==> src/rtl/dispctl_pkg.sv <==
// rtl/dispctl_pkg.sv - shared constants and helpers for the parametrised display controller
package dispctl_pkg;

    // All segments dark (active-low)
    localparam logic [6:0] SEG_OFF = 7'h7F;

    // Hex font, active-low, bit 0 = segment a .. bit 6 = segment g
    function automatic logic [6:0] hex2seg(input logic [3:0] v);
        logic [6:0] s;
        case (v)
            4'h0:    s = 7'h40;
            4'h1:    s = 7'h79;
            4'h2:    s = 7'h24;
            4'h3:    s = 7'h30;
            4'h4:    s = 7'h19;
            4'h5:    s = 7'h12;
            4'h6:    s = 7'h02;
            4'h7:    s = 7'h78;
            4'h8:    s = 7'h00;
            4'h9:    s = 7'h10;
            4'hA:    s = 7'h08;
            4'hB:    s = 7'h03;
            4'hC:    s = 7'h46;
            4'hD:    s = 7'h21;
            4'hE:    s = 7'h06;
            default: s = 7'h0E;
        endcase
        return s;
    endfunction

    // Width of the digit index; a single-digit display still needs one bit
    function automatic int sel_width(input int n);
        return (n <= 1) ? 1 : $clog2(n);
    endfunction

endpackage

==> src/rtl/dispctl_tickgen.sv <==
// rtl/dispctl_tickgen.sv - free-running divider producing a one-cycle pulse every DIV clocks
module dispctl_tickgen #(
    parameter int DIV = 4
) (
    input  logic clk,
    input  logic reset,
    output logic tick
);

    localparam int CW = (DIV <= 1) ? 1 : $clog2(DIV);

    logic [CW-1:0] r_cnt;
    logic          w_last;

    assign w_last = (r_cnt == CW'(DIV - 1));
    assign tick   = w_last;

    // Count 0..DIV-1 and wrap; the pulse is the terminal count
    always_ff @(posedge clk or negedge reset) begin
        if (!reset) begin
            r_cnt <= '0;
        end else if (w_last) begin
            r_cnt <= '0;
        end else begin
            r_cnt <= r_cnt + 1'b1;
        end
    end

endmodule

==> src/rtl/dispctl_parm.sv <==
// rtl/dispctl_parm.sv - multiplexed seven-segment scanner with PWM, blanking, blink and LZ blanking
module dispctl_parm #(
    parameter int NDIG     = 8,
    parameter int CLKFREQ  = 100_000_000,
    parameter int DIGFREQ  = 1000,
    parameter int BRIGHT_W = 4,
    parameter int BLINK_HZ = 2
) (
    input  logic                  clk,
    input  logic                  reset,
    input  logic [4*NDIG-1:0]     digits,
    input  logic [NDIG-1:0]       dp_in,
    input  logic [NDIG-1:0]       blank,
    input  logic [NDIG-1:0]       blink,
    input  logic                  lzb,
    input  logic [BRIGHT_W-1:0]   bright,
    output logic [6:0]            seg,
    output logic                  dp,
    output logic [NDIG-1:0]       an
);

    import dispctl_pkg::*;

    localparam int SEL_W    = sel_width(NDIG);
    localparam int PWM_STEP = DIGFREQ * (2 ** BRIGHT_W);
    localparam int SUB_DIV  = CLKFREQ / PWM_STEP;
    localparam int BLK_DIV  = CLKFREQ / (2 * BLINK_HZ);

    // Refuse to build with rates that do not divide the clock exactly
    if ((CLKFREQ % PWM_STEP) != 0 || (CLKFREQ % (2 * BLINK_HZ)) != 0) begin : g_bad_div
        $fatal(1, "dispctl_parm: CLKFREQ not divisible by scan or blink rate");
    end
    if (NDIG < 1 || NDIG > 16) begin : g_bad_ndig
        $fatal(1, "dispctl_parm: NDIG out of range 1..16");
    end

    logic                w_sub_tick;
    logic                w_blk_tick;
    logic [BRIGHT_W-1:0] r_pcnt;
    logic [SEL_W-1:0]    r_sel;
    logic                r_phase;
    logic [NDIG-1:0]     r_an;
    logic [6:0]          r_seg;
    logic                r_dp;

    logic [NDIG-1:0]     w_lz;
    logic                w_zero_run;
    logic [3:0]          w_cur_dig;
    logic                w_cur_blank;
    logic                w_cur_blink;
    logic                w_cur_dp;
    logic                w_cur_lz;
    logic [NDIG-1:0]     w_an_sel;
    logic                w_dark;

    dispctl_tickgen #(.DIV(SUB_DIV)) u_sub_tick (
        .clk   (clk),
        .reset (reset),
        .tick  (w_sub_tick)
    );

    dispctl_tickgen #(.DIV(BLK_DIV)) u_blk_tick (
        .clk   (clk),
        .reset (reset),
        .tick  (w_blk_tick)
    );

    // PWM step counter; the digit index advances each time it wraps
    always_ff @(posedge clk or negedge reset) begin
        if (!reset) begin
            r_pcnt <= '0;
            r_sel  <= '0;
        end else if (w_sub_tick) begin
            r_pcnt <= r_pcnt + 1'b1;
            if (r_pcnt == {BRIGHT_W{1'b1}}) begin
                r_sel <= (r_sel == SEL_W'(NDIG - 1)) ? '0 : r_sel + 1'b1;
            end
        end
    end

    // Blink phase runs on its own divider, unrelated to the scan position
    always_ff @(posedge clk or negedge reset) begin
        if (!reset) begin
            r_phase <= 1'b1;
        end else if (w_blk_tick) begin
            r_phase <= ~r_phase;
        end
    end

    // A digit is a leading zero when it and every digit above it is zero
    always_comb begin
        w_lz       = '0;
        w_zero_run = 1'b1;
        for (int i = NDIG - 1; i >= 0; i--) begin
            w_zero_run = w_zero_run & (digits[4*i +: 4] == 4'h0);
            if (i != 0) begin
                w_lz[i] = lzb & w_zero_run;
            end
        end
    end

    // Pick out the attributes of the digit currently being scanned
    always_comb begin
        w_cur_dig   = 4'h0;
        w_cur_blank = 1'b0;
        w_cur_blink = 1'b0;
        w_cur_dp    = 1'b0;
        w_cur_lz    = 1'b0;
        w_an_sel    = '1;
        for (int i = 0; i < NDIG; i++) begin
            if (r_sel == SEL_W'(i)) begin
                w_cur_dig   = digits[4*i +: 4];
                w_cur_blank = blank[i];
                w_cur_blink = blink[i];
                w_cur_dp    = dp_in[i];
                w_cur_lz    = w_lz[i];
                w_an_sel[i] = 1'b0;
            end
        end
        w_dark = w_cur_blank | (w_cur_blink & ~r_phase) | (r_pcnt > bright);
    end

    // Register anodes, segments and dp together so they switch on the same edge
    always_ff @(posedge clk or negedge reset) begin
        if (!reset) begin
            r_an  <= '1;
            r_seg <= SEG_OFF;
            r_dp  <= 1'b1;
        end else if (w_dark) begin
            r_an  <= '1;
            r_seg <= SEG_OFF;
            r_dp  <= 1'b1;
        end else begin
            r_an  <= w_an_sel;
            r_seg <= w_cur_lz ? SEG_OFF : hex2seg(w_cur_dig);
            r_dp  <= ~w_cur_dp;
        end
    end

    assign an  = r_an;
    assign seg = r_seg;
    assign dp  = r_dp;

endmodule
==> config.mk <==
export PLATFORM = sky130hd
export DESIGN_NAME = dispctl_parm
export DESIGN_NICKNAME = d
export VERILOG_FILES = /design/src/rtl/dispctl_pkg.sv /design/src/rtl/dispctl_tickgen.sv /design/src/rtl/dispctl_parm.sv
export SDC_FILE = /design/constraint.sdc
export NUM_CORES = 1
export LEC_CHECK = 0
export CAP_MARGIN = 40
export CORE_MARGIN = 1
export CORE_UTILIZATION = 30
export CTS_BUF_LIST = sky130_fd_sc_hd__clkbuf_8 sky130_fd_sc_hd__clkbuf_16
export DETAILED_ROUTE_END_ITERATION = 12
export GPL_ROUTABILITY_DRIVEN = 1
export SYNTH_ARGS = -nofsm -noshare
export SYNTH_HDL_FRONTEND = slang
export SYNTH_SLANG_ARGS = --single-unit
==> constraint.sdc <==
create_clock -name clk -period 5.65 [get_ports clk]
set_input_delay 0.8475 -clock clk [delete_from_list [all_inputs] [get_ports clk]]
set_output_delay 0.8475 -clock clk [all_outputs]
set_load 0.02 [all_outputs]
==> reports/qor.tcl, run 1 <==
set qor(wl_um) 9903
set qor(chipWidth_um) 115.3
set qor(grt_start_max_net_pins) 63
set qor(design.die.area_mm2) 0.01329
set qor(port_buffers) 78
set qor(std_cell_rows) 41
set qor(sequentialPowerShare_pct) 39.8
set qor(post_drt_via_cell_ratio) 5.023
set qor(mappedNetlistArea_mm2) 0.003849
set qor(diodes) 0
set qor(finalMaxSlewViolations) 0
set qor(io_pins) 79
set qor(worst_r2r_startpoint) {r_sel[2]}
set qor(core_area_mm2) 0.01257
set qor(path_class_of_the_lowest_slack_min_delay_path) {reg2reg}
set qor(synthArstFlopShare_pct) 100.0
set qor(ys_seq_area_share_pct) 40.86
set qor(gr_ovfl_total) 0
set qor(clockPowerShare_pct) 50.6
set qor(critical_path.reg2reg.endpoint) {seg[3]}
set qor(worst_setup_path_end_kind) {register}
set qor(final-seq-area_mm2) 0.001573
set qor(vdd_ir_drop_max_v) 0.0001154
set qor(dpl_cell_area_mm2) 0.004793
set qor(worst_hold_path.num_cells) 1
set qor(yosys.cell_types.count) 62
set qor(multiInputGateArea_mm2) 0.002121
set qor(power_density_mw_per_mm2) 222.2
set qor(post_cts_resized) 0
set qor(cts-hold-fix-buffers) 0
set qor(global_route.usage.total_pct) 15.40
set qor(cellInternalPower_uw) 899.0
set qor(switching_power_uw) 237.1
set qor(drtIter0Drc) 323
set qor(worst_r2r_path_depth) 13
set qor(max-clock-path-buffers) 2
set qor(tritoncts) {built}
set qor(clkTransAtPathRegs_ns) 0.05
set qor(routabilityCongestion) 0.9571
set qor(insertion_delay_ns) 0.33
set qor(cp_slowest_cell) {sky130_fd_sc_hd__dfrtp_1}
set qor(achievable-frequency_mhz) 249.3
set qor(number_of_remaining_drc_errors) 0
set qor(tightestPinTransition_ns) 0.8487
set qor(via_count_of_the_first_global_routing_pass) 3261
set qor(reg2reg_setup_slack_ns) 1.64
set qor(antenna_found_initial) 0
set qor(fillerInstances) 1221
set qor(setup_repair_after_global_routing_missed_its_margin) {no}
set qor(vias) 3320
set qor(wirelength_per_cell_um) 14.98
set qor(ant_nets) 0
set qor(layout_min_cycle_time_ns) 4.012
set qor(worst_ep_required_time_ns) 5.88
set qor(finalSetupTns_ns) 0
set qor(timing_hold_violations_final) 0
set qor(max-cap-violations) 0
set qor(final_cell_count_no_fill) 661
set qor(timing.final.crit_share_pct) 71.00
set qor(placedCellCount) 645
set qor(grt_first_pass_wirelength_um) 15990
set qor(power.switching_fraction_pct) 20.87
set qor(postSynthRegisterBits) 62
set qor(max_slew_margin_pct) 43.42
set qor(critical_path.most_common_cell) {sky130_fd_sc_hd__ha_1}
set qor(fp.dieH_um) 115.3
set qor(initial_utilization_pct) 30.62
set qor(max_stage_delay_ns) 0.76
set qor(setup.worst_path.end) {seg[3]}
set qor(post-cts-setup-buffers) 0
set qor(number_of_nets_produced_by_synthesis) 491
set qor(ys_dominant_reg_cell) {sky130_fd_sc_hd__dfrtp_1}
set qor(cp-start-kind) {register}
set qor(path_cells) {clkinv_1, ha_1, nor2b_1, nor3_1, a31oi_1, o21ai_0, inv_1, ha_1, mux2_2, nand2_1, o311ai_0, a21oi_1, o21ai_1}
set qor(cp.arrival_ns) 4.24
set qor(setup_viol_count_final) 0
set qor(synth_cells) 409
set qor(postLayoutCellArea_mm2) 0.005114
set qor(cellLeakagePower_nw) 2.101
set qor(yosys_warnings) 0
set qor(post_synth.cell_area_avg_um2) 9.410
set qor(post_route_cells_drive_above_1_share_pct) 11.04
set qor(area_growth_syn_to_layout_pct) 32.87
set qor(detailed_place_hpwl_um) 7366
set qor(power.combinational.fraction_pct) 9.6
set qor(numCtsBuffers) 9
set qor(worstPathMaxFanout) 22
set qor(outcome) {finished clean}
set qor(crit_path_start) {r_sel[2]}
set qor(cts-root-buf) {sky130_fd_sc_hd__clkbuf_16}
set qor(clock_sinks) 62
set qor(nNetsFinal) 566
set qor(drt_pre_antenna_iters) 4
set qor(final.setup_skew_ns) 0.006955
set qor(synth-edff-count) 0
set qor(cts-htree-levels) 3
set qor(worstSetupPathType) {reg2reg}
-- worst min path at each step --
stage                                      to           startpoint  slack (ns)
after floorplan           u_blk_tick.r_cnt[0]  u_blk_tick.r_cnt[0]        0.45
after global placement    u_blk_tick.r_cnt[4]  u_blk_tick.r_cnt[4]        0.48
after detailed placement  u_blk_tick.r_cnt[0]  u_blk_tick.r_cnt[0]        0.49
after CTS                 u_blk_tick.r_cnt[0]  u_blk_tick.r_cnt[0]        0.50
after global routing      u_blk_tick.r_cnt[0]  u_blk_tick.r_cnt[0]        0.51
final                     u_blk_tick.r_cnt[0]  u_blk_tick.r_cnt[0]        0.49
-- sequential cells by signal, summed over array words and instances, names as in the netlist --
register          flops
u_sub_tick.r_cnt     13
seg                   7
an                    8
u_blk_tick.r_cnt     25
r_sel                 3
r_pcnt                4
dp                    1
r_phase               1
-- cells in the mapped netlist (3+ instances only) --
library cell	number	area, µm²
sky130_fd_sc_hd__dfrtp_1	45	1126
sky130_fd_sc_hd__a221oi_2	3	45.04
sky130_fd_sc_hd__nand2_1	47	176.4
sky130_fd_sc_hd__dfstp_2	17	446.7
sky130_fd_sc_hd__clkbuf_1	5	18.77
sky130_fd_sc_hd__ha_1	19	237.7
sky130_fd_sc_hd__nor2b_1	7	43.79
sky130_fd_sc_hd__nor3b_1	5	37.54
sky130_fd_sc_hd__nand3b_1	4	30.03
sky130_fd_sc_hd__o21ai_0	12	60.06
sky130_fd_sc_hd__mux2_2	3	33.78
sky130_fd_sc_hd__a31oi_1	3	18.77
sky130_fd_sc_hd__buf_2	8	40.04
sky130_fd_sc_hd__a221o_1	3	30.03
sky130_fd_sc_hd__nand4_1	9	56.30
sky130_fd_sc_hd__nand3_1	32	160.2
sky130_fd_sc_hd__o221ai_1	3	26.28
sky130_fd_sc_hd__nor2_1	38	142.6
sky130_fd_sc_hd__nor4_1	7	43.79
sky130_fd_sc_hd__and3_1	5	31.28
sky130_fd_sc_hd__o21a_1	5	37.54
sky130_fd_sc_hd__and4_1	4	35.03
sky130_fd_sc_hd__xnor2_1	19	166.4
sky130_fd_sc_hd__a211oi_1	3	22.52
sky130_fd_sc_hd__nor3_1	6	30.03
sky130_fd_sc_hd__inv_1	19	71.32
sky130_fd_sc_hd__o211ai_1	4	30.03
sky130_fd_sc_hd__a21oi_1	17	85.08
sky130_fd_sc_hd__xor2_1	19	166.4
-- critical path, delay by kind of cell (launching register included) --
kind	cells	cell delay, ns
DFF	1	0.76
buffers and inverters	2	0.60
AOI/OAI and AO/OA	5	1.07
muxes	1	0.27
adders and majority gates	2	0.78
and+or+nand+nor	3	0.45
-- per-layer routing --
metal	wire, µm	track usage [%]	vias to the layer above
li1	-	-	1610
met5	0	0	-
met3	683	3.954	26
met1	4306	19.37	1562
met4	307	7.186	0
met2	4605	24.78	122
-- cell type report --
class                   count  area share [%]
multi-input cells         310           41.47
flip-flops and latches     62           30.76
repair buffers             81           15.83
clock buffers              13           5.481
well taps                 172           4.208
inverters                  20           1.468
clock inverters             3          0.7830
-- power by group through the flow --
stage / Combinational [mW] / Clock (mW) / Sequential, mW
5_1_grt: 0.118 / 0.610 / 0.453
3_3_place_gp: 0.109 / 0 / 0.460
4_1_cts: 0.110 / 0.592 / 0.452
6_report: 0.109 / 0.575 / 0.453
3_5_place_dp: 0.109 / 0 / 0.460
2_1_floorplan: 0.0313 / 0 / 0.464
-- cells in the final DEF (no fill, tap or decap), drive strengths merged, types with 3 or more instances in the layout --
cell	n
nand2	47
a221oi	4
clkinv	3
nor2b	7
mux2	4
nand3b	4
clkdlybuf4s50	77
nand4	10
xnor2	19
nor4	10
a31oi	3
buf	4
dfrtp	45
and3	5
ha	19
o211ai	4
a2111oi	3
a211oi	3
o21ai	13
a221o	3
o221ai	3
o21a	5
nand3	32
and4	4
xor2	19
a21oi	17
inv	19
nor3b	5
clkbuf	13
dfstp	17
nor2	38
nor3	7
-- through the flow --
step | hold WS (ns) | util [%] | setup slack (ns) | total power [mW]
2_1_floorplan | 0.4549 | - | 2.558 | 0.4958
3_3_place_gp | 0.4785 | 37.93 | 1.903 | 0.5689
3_5_place_dp | 0.4897 | 38.14 | 1.708 | 0.5684
4_1_cts | 0.4970 | 40.69 | 1.707 | 1.154
5_1_grt | 0.5100 | 40.69 | 1.282 | 1.181
6_report | 0.4886 | 40.69 | 1.638 | 1.136
-- cells by family after synthesis --
kind of cell	Yosys count	share of synthesized area, %
XOR/XNOR	38	8.648
buffers and inverters	37	4.259
AO/OA/AOI/OAI	69	13.85
AND/OR/NAND/NOR	179	24.68
flip-flops	62	40.86
adder cells (fa/ha/maj)	19	6.177
multiplexers	5	1.528
Power figures use the tool's default switching activity.
==> run 2, diff against run 1 <==
==> constraint.sdc (replaced) <==
create_clock -name clk -period 3.7 [get_ports clk]
set_input_delay 0.555 -clock clk [delete_from_list [all_inputs] [get_ports clk]]
set_output_delay 0.555 -clock clk [all_outputs]
set_load 0.02 [all_outputs]
==> reports/qor.tcl, run 2 (synthesis results as in run 1) <==
set qor(timing.critical_path.max_delay_family) {compound AO/OA/AOI/OAI gates}
set qor(detailed_place_hpwl_um) 7697
set qor(outcome) {finished clean}
set qor(io_pins) 79
set qor(cp_num_cells) 13
set qor(initial_utilization_pct) 30.62
set qor(routabilityCongestion) 0.8993
set qor(cp-start-kind) {register}
set qor(power.switching_fraction_pct) 22.46
set qor(max_flop_register) {u_blk_tick.r_cnt}
set qor(post_drt_via_cell_ratio) 5.006
set qor(port_buffers) 78
set qor(timing.final.crit_share_pct) 82.49
set qor(gr_ovfl_total) 0
set qor(insertion_delay_ns) 0.33
set qor(fillerInstances) 1219
set qor(nNetsFinal) 575
set qor(clockPowerShare_pct) 47.2
set qor(worst_ep_required_time_ns) 3.93
set qor(numCtsBuffers) 9
set qor(core_area_mm2) 0.01257
set qor(final.setup_skew_ns) 0.004825
set qor(sequentialPowerShare_pct) 42.2
set qor(cellLeakagePower_nw) 2.129
set qor(cellInternalPower_mw) 1.268
set qor(final-seq-area_mm2) 0.001573
set qor(commonest_cells_after_routing_fill_and_taps_aside) {sky130_fd_sc_hd__clkdlybuf4s50_1 (77), sky130_fd_sc_hd__nand2_1 (47), sky130_fd_sc_hd__dfrtp_1 (45), sky130_fd_sc_hd__nor2_1 (38), sky130_fd_sc_hd__nand3_1 (32)}
set qor(cp_slowest_cell) {sky130_fd_sc_hd__ha_1}
set qor(clock_sinks) 62
set qor(power.combinational.fraction_pct) 10.5
set qor(vdd_ir_drop_max_v) 0.0001475
set qor(vias) 3354
set qor(max_stage_delay_ns) 0.56
set qor(worst_r2r_startpoint) {r_sel[0]}
set qor(max-clock-path-buffers) 2
set qor(max-cap-violations) 0
set qor(drt_pre_antenna_iters) 4
set qor(post_cts_resized) 0
set qor(worst_r2r_path_depth) 13
set qor(setup_repair_after_global_routing_missed_its_margin) {no}
set qor(diodes) 0
set qor(via_count_of_the_first_global_routing_pass) 3380
set qor(number_of_remaining_drc_errors) 0
set qor(antenna_found_initial) 0
set qor(routed-wl-met3_um) 661
set qor(mostFrequentLayoutCell) {sky130_fd_sc_hd__clkdlybuf4s50_1}
set qor(drtIter0Drc) 234
set qor(dr_wl_met2_um) 4610
set qor(switching_power_uw) 367.2
set qor(path_cells) {inv_1, ha_1, a221oi_1, o22a_1, o31ai_1, buf_4, inv_1, ha_1, mux2_2, nand2_1, o311ai_0, a21oi_1, o21ai_1}
set qor(path_class_of_the_lowest_slack_min_delay_path) {in2async}
set qor(cp.arrival_ns) 3.28
set qor(worstSetupPathType) {reg2reg}
set qor(tritoncts) {built}
set qor(achievable-frequency_mhz) 327.6
set qor(fp.dieH_um) 115.3
set qor(highest-signal-layer) {met4}
set qor(worst_setup_path_end_kind) {register}
set qor(finalSetupTns_ns) 0
set qor(layout_min_cycle_time_ns) 3.052
set qor(design.die.area_mm2) 0.01329
set qor(wl_um) 10220
set qor(worstPathMaxFanout) 16
set qor(tightestPinTransition_ns) 0.7201
set qor(post_route_cells_drive_above_1_share_pct) 12.45
set qor(std_cell_rows) 41
set qor(grt_first_pass_wirelength_um) 16420
set qor(multiInputGateArea_mm2) 0.002121
set qor(power_density_mw_per_mm2) 317.8
set qor(timing_hold_violations_final) 0
set qor(post-cts-setup-buffers) 0
set qor(area_growth_syn_to_layout_pct) 33.68
set qor(global_route.usage.total_pct) 16.01
set qor(placedCellCount) 654
set qor(cts-htree-levels) 3
set qor(max_slew_margin_pct) 51.63
set qor(clkTransAtPathRegs_ns) 0.05
set qor(final_cell_count_no_fill) 670
set qor(finalMaxSlewViolations) 0
set qor(crit_path_start) {r_sel[0]}
set qor(largest_register_ffs) 25
set qor(chipWidth_um) 115.3
set qor(cts-hold-fix-buffers) 0
set qor(cts-root-buf) {sky130_fd_sc_hd__clkbuf_16}
set qor(ant_nets) 0
set qor(critical_path.n_buffers_inverters) 3
set qor(wirelength_per_cell_um) 15.26
set qor(setup_viol_count_final) 0
set qor(met1_length_um) 4634
set qor(grt_start_max_net_pins) 27
## run 2: cell count changes in the layout (fill, tap and decap cells not counted)
cell,change
sky130_fd_sc_hd__buf_4,+9
sky130_fd_sc_hd__clkinvlp_4,+1
sky130_fd_sc_hd__clkbuf_8,-2
sky130_fd_sc_hd__inv_1,+1
sky130_fd_sc_hd__buf_8,-1
sky130_fd_sc_hd__buf_12,+1
sky130_fd_sc_hd__clkinv_2,+1
sky130_fd_sc_hd__bufinv_16,-1
## run 2: power groups by stage
stage	combinational, mW	clock (mW)	sequential, mW
2_1_floorplan	0.0479	0	0.709
3_3_place_gp	0.170	0	0.702
3_5_place_dp	0.171	0	0.702
4_1_cts	0.173	0.796	0.691
5_1_grt	0.186	0.824	0.691
6_report	0.172	0.772	0.691
## run 2: worst paths after layout
kind	to	slack, ns
worst min-delay path	u_sub_tick.r_cnt[2]	0.13
worst min register to register	u_blk_tick.r_cnt[0]	0.49
worst max-delay path	seg[3]	0.65
max in group asynchronous	an[6]	2.88
min in group clk	u_blk_tick.r_cnt[0]	0.49
worst max register to register	seg[3]	0.65
## run 2: stage by stage
step	cell area, µm²	setup WS, ns	total power, mW	util, %	hold slack (ns)
floorplan	3849	0.6083	0.7571	-	0.2594
CTS	5145	0.6226	1.660	40.94	0.1359
global route	5145	0.3728	1.700	40.94	0.1520
global placement	4835	0.7391	0.8714	38.47	0.4706
detailed placement	4866	0.6476	0.8732	38.72	0.4850
finish	5145	0.6479	1.635	40.94	0.1341
## run 2: layer usage
layer,vias up,track usage (%)
li1,1625,-
met1,1585,19.99
met2,120,25.98
met3,24,3.954
met4,0,7.532
met5,-,0
## run 2: worst register-to-register path, cell delays in order (launching register included)
cell and delay [ns]:
sky130_fd_sc_hd__dfrtp_1 0.42, sky130_fd_sc_hd__inv_1 0.10, sky130_fd_sc_hd__ha_1 0.56, sky130_fd_sc_hd__a221oi_1 0.20
sky130_fd_sc_hd__o22a_1 0.26, sky130_fd_sc_hd__o31ai_1 0.21, sky130_fd_sc_hd__buf_4 0.18, sky130_fd_sc_hd__inv_1 0.07
sky130_fd_sc_hd__ha_1 0.25, sky130_fd_sc_hd__mux2_2 0.28, sky130_fd_sc_hd__nand2_1 0.06, sky130_fd_sc_hd__o311ai_0 0.13
sky130_fd_sc_hd__a21oi_1 0.15, sky130_fd_sc_hd__o21ai_1 0.10
## run 2: layout make-up
| class | count | share of cell area (%) |
|---|---|---|
| multi-input cells | 310 | 41.22 |
| flip-flops and latches | 62 | 30.57 |
| repair buffers | 90 | 17.14 |
| clock buffers | 11 | 4.912 |
| well taps | 172 | 4.183 |
| inverters | 20 | 1.459 |
| clock inverters | 5 | 0.5107 |
==> run 3, diff against run 2 <==
==> constraint.sdc (replaced) <==
create_clock -name clk -period 2.8 [get_ports clk]
set_input_delay 0.42 -clock clk [delete_from_list [all_inputs] [get_ports clk]]
set_output_delay 0.42 -clock clk [all_outputs]
set_load 0.02 [all_outputs]
==> reports/qor.tcl, run 3 (synthesis results as in run 1) <==
set qor(chipWidth_um) 115.3
set qor(clkTransAtPathRegs_ns) 0.05
set qor(via_count_of_the_first_global_routing_pass) 3474
set qor(final_core_util_pct) 42.53
set qor(setup_viol_count_final) 0
set qor(max_flop_register) {u_blk_tick.r_cnt}
set qor(wl_um) 10390
set qor(design.die.area_mm2) 0.01329
set qor(timing.critical_path.max_delay_family) {compound AO/OA/AOI/OAI gates}
set qor(cts-htree-levels) 3
set qor(vias) 3379
set qor(nNetsFinal) 590
set qor(worstSetupPathType) {reg2reg}
set qor(timing.final.crit_share_pct) 96.57
set qor(global_route.usage.total_pct) 16.97
set qor(grt_first_pass_wirelength_um) 17220
set qor(ant_nets) 0
set qor(clock_sinks) 62
set qor(worstPathMaxFanout) 12
set qor(cp.arrival_ns) 2.94
set qor(final_cell_count_no_fill) 685
set qor(io_pins) 79
set qor(design_power_total_mw) 2.358
set qor(path_class_of_the_lowest_slack_min_delay_path) {in2async}
set qor(max-cap-violations) 0
set qor(number_of_remaining_drc_errors) 0
set qor(finalSetupTns_ns) 0
set qor(max_stage_delay_ns) 0.41
set qor(worst_setup_path_end_kind) {register}
set qor(diodes) 0
set qor(achievable-frequency_mhz) 369.8
set qor(routabilityCongestion) 0.8984
set qor(critical_path.n_buffers_inverters) 1
set qor(placedCellCount) 669
set qor(cellLeakagePower_nw) 2.210
set qor(cp-start-kind) {register}
set qor(timing_hold_violations_final) 0
set qor(tightestPinTransition_ns) 0.6845
set qor(outcome) {finished clean}
set qor(critical_path.most_common_cell) {sky130_fd_sc_hd__ha_1}
set qor(initial_utilization_pct) 30.62
set qor(layout_min_cycle_time_ns) 2.704
set qor(antenna_found_initial) 0
set qor(final.setup_skew_ns) 0.005571
set qor(setup_repair_after_global_routing_missed_its_margin) {yes}
set qor(commonest_cells_after_routing_fill_and_taps_aside) {sky130_fd_sc_hd__clkdlybuf4s50_1 (77), sky130_fd_sc_hd__nand2_1 (47), sky130_fd_sc_hd__dfrtp_1 (45), sky130_fd_sc_hd__nor2_1 (38), sky130_fd_sc_hd__nand3_1 (32)}
set qor(area_growth_syn_to_layout_pct) 38.88
set qor(post_route_cells_drive_above_1_share_pct) 16.37
set qor(core_area_mm2) 0.01257
set qor(largest_register_ffs) 25
set qor(power_density_mw_per_mm2) 441.2
set qor(grt_start_max_net_pins) 36
set qor(timing.hold.ws_ns) 0.1312
set qor(finalMaxSlewViolations) 0
set qor(drtIter0Drc) 282
set qor(insertion_delay_ns) 0.33
set qor(tritoncts) {built}
set qor(std_cell_rows) 41
set qor(path_cells) {ha_1, ha_2, or2_1, a221oi_1, o22a_1, o31ai_4, inv_1, ha_1, mux2_2, nand2_1, o311ai_0, a21oi_1, o21ai_1}
set qor(vdd_ir_drop_max_v) 0.0002846
set qor(fillerInstances) 1232
set qor(drt_pre_antenna_iters) 4
set qor(post_drt_via_cell_ratio) 4.933
set qor(mostFrequentLayoutCell) {sky130_fd_sc_hd__clkdlybuf4s50_1}
set qor(port_buffers) 78
set qor(fp.dieH_um) 115.3
set qor(cts-root-buf) {sky130_fd_sc_hd__clkbuf_16}
set qor(cp_slowest_cell) {sky130_fd_sc_hd__dfrtp_1}
set qor(detailed_place_hpwl_um) 8001
set qor(wirelength_per_cell_um) 15.17
set qor(gr_ovfl_total) 0
set qor(worst_ep_required_time_ns) 3.04
set qor(numCtsBuffers) 9
set qor(max_slew_margin_pct) 54.37
set qor(max-clock-path-buffers) 2
[run 3: cell types whose count changed in the layout (fill, tap and decap cells not counted), sizes merged]
cell / delta
inv: -1
buf: +15
bufinv: +2
clkinv: -1
[run 3: routing by layer]
layer	GRT usage [%]	part of all wire (%)	vias to the layer above
met4	6.061	2.2	0
met5	0	0	-
li1	-	-	1657
met3	4.797	6.0	16
met2	28.59	47	97
met1	20.72	45	1609
[run 3: final timing paths]
check	cells after the start	from	to	slack, ns
max	13	r_sel[0]	seg[3]	0.1
min	1	reset	u_blk_tick.r_cnt[4]	0.13
max reg2reg	13	r_sel[0]	seg[3]	0.1
min reg2reg	1	u_blk_tick.r_cnt[0]	u_blk_tick.r_cnt[0]	0.49
max in group asynchronous	2	reset	an[2]	1.97
min in group clk	1	u_blk_tick.r_cnt[0]	u_blk_tick.r_cnt[0]	0.49
[run 3: final cells by class]
class	instances	area [µm²]	area share, %
multi-input combinational	310	2143	40.10
clock buffer	11	252.7	4.728
clock inverter	5	81.33	1.522
timing repair buffer	105	1003	18.77
sequential	62	1573	29.42
tap	172	215.2	4.026
inverter	20	76.32	1.428
[run 3: timing repair]
| action | 4_1_cts | 5_1_grt |
|---|---|---|
| hold buffers | 0 | 0 |
| endpoints found under the setup margin | 1 | 8 |
| setup buffers | 0 | 0 |
| endpoints found under the hold margin | 0 | 0 |
| gates resized for setup | 2 | 3 |
[run 3: where the power goes]
part           total (mW)  switching (mW)  leakage (nW)  internal (mW)
Clock                1.22           0.392         0.162          0.826
Sequential          0.912         0.00207         0.779          0.910
Combinational       0.227          0.0992          1.27          0.128
Total                2.36           0.494          2.21           1.86
[run 3: worst register-to-register path, delay by kind of cell (launching register included)]
family	cells	cell delay (ns)
AOI/OAI and AO/OA	6	0.84
adders and majority gates	3	0.77
buffers and inverters	1	0.11
DFF	1	0.41
muxes	1	0.27
and+or+nand+nor	2	0.22
[run 3: stage by stage]
step	cell area [µm²]	setup slack (ns)
detailed placement	4994	-0.01645
finish	5345	0.09606
floorplan	3866	0.02739
global placement	4994	0.08444
CTS	5334	0.03241
global route	5345	-0.07831
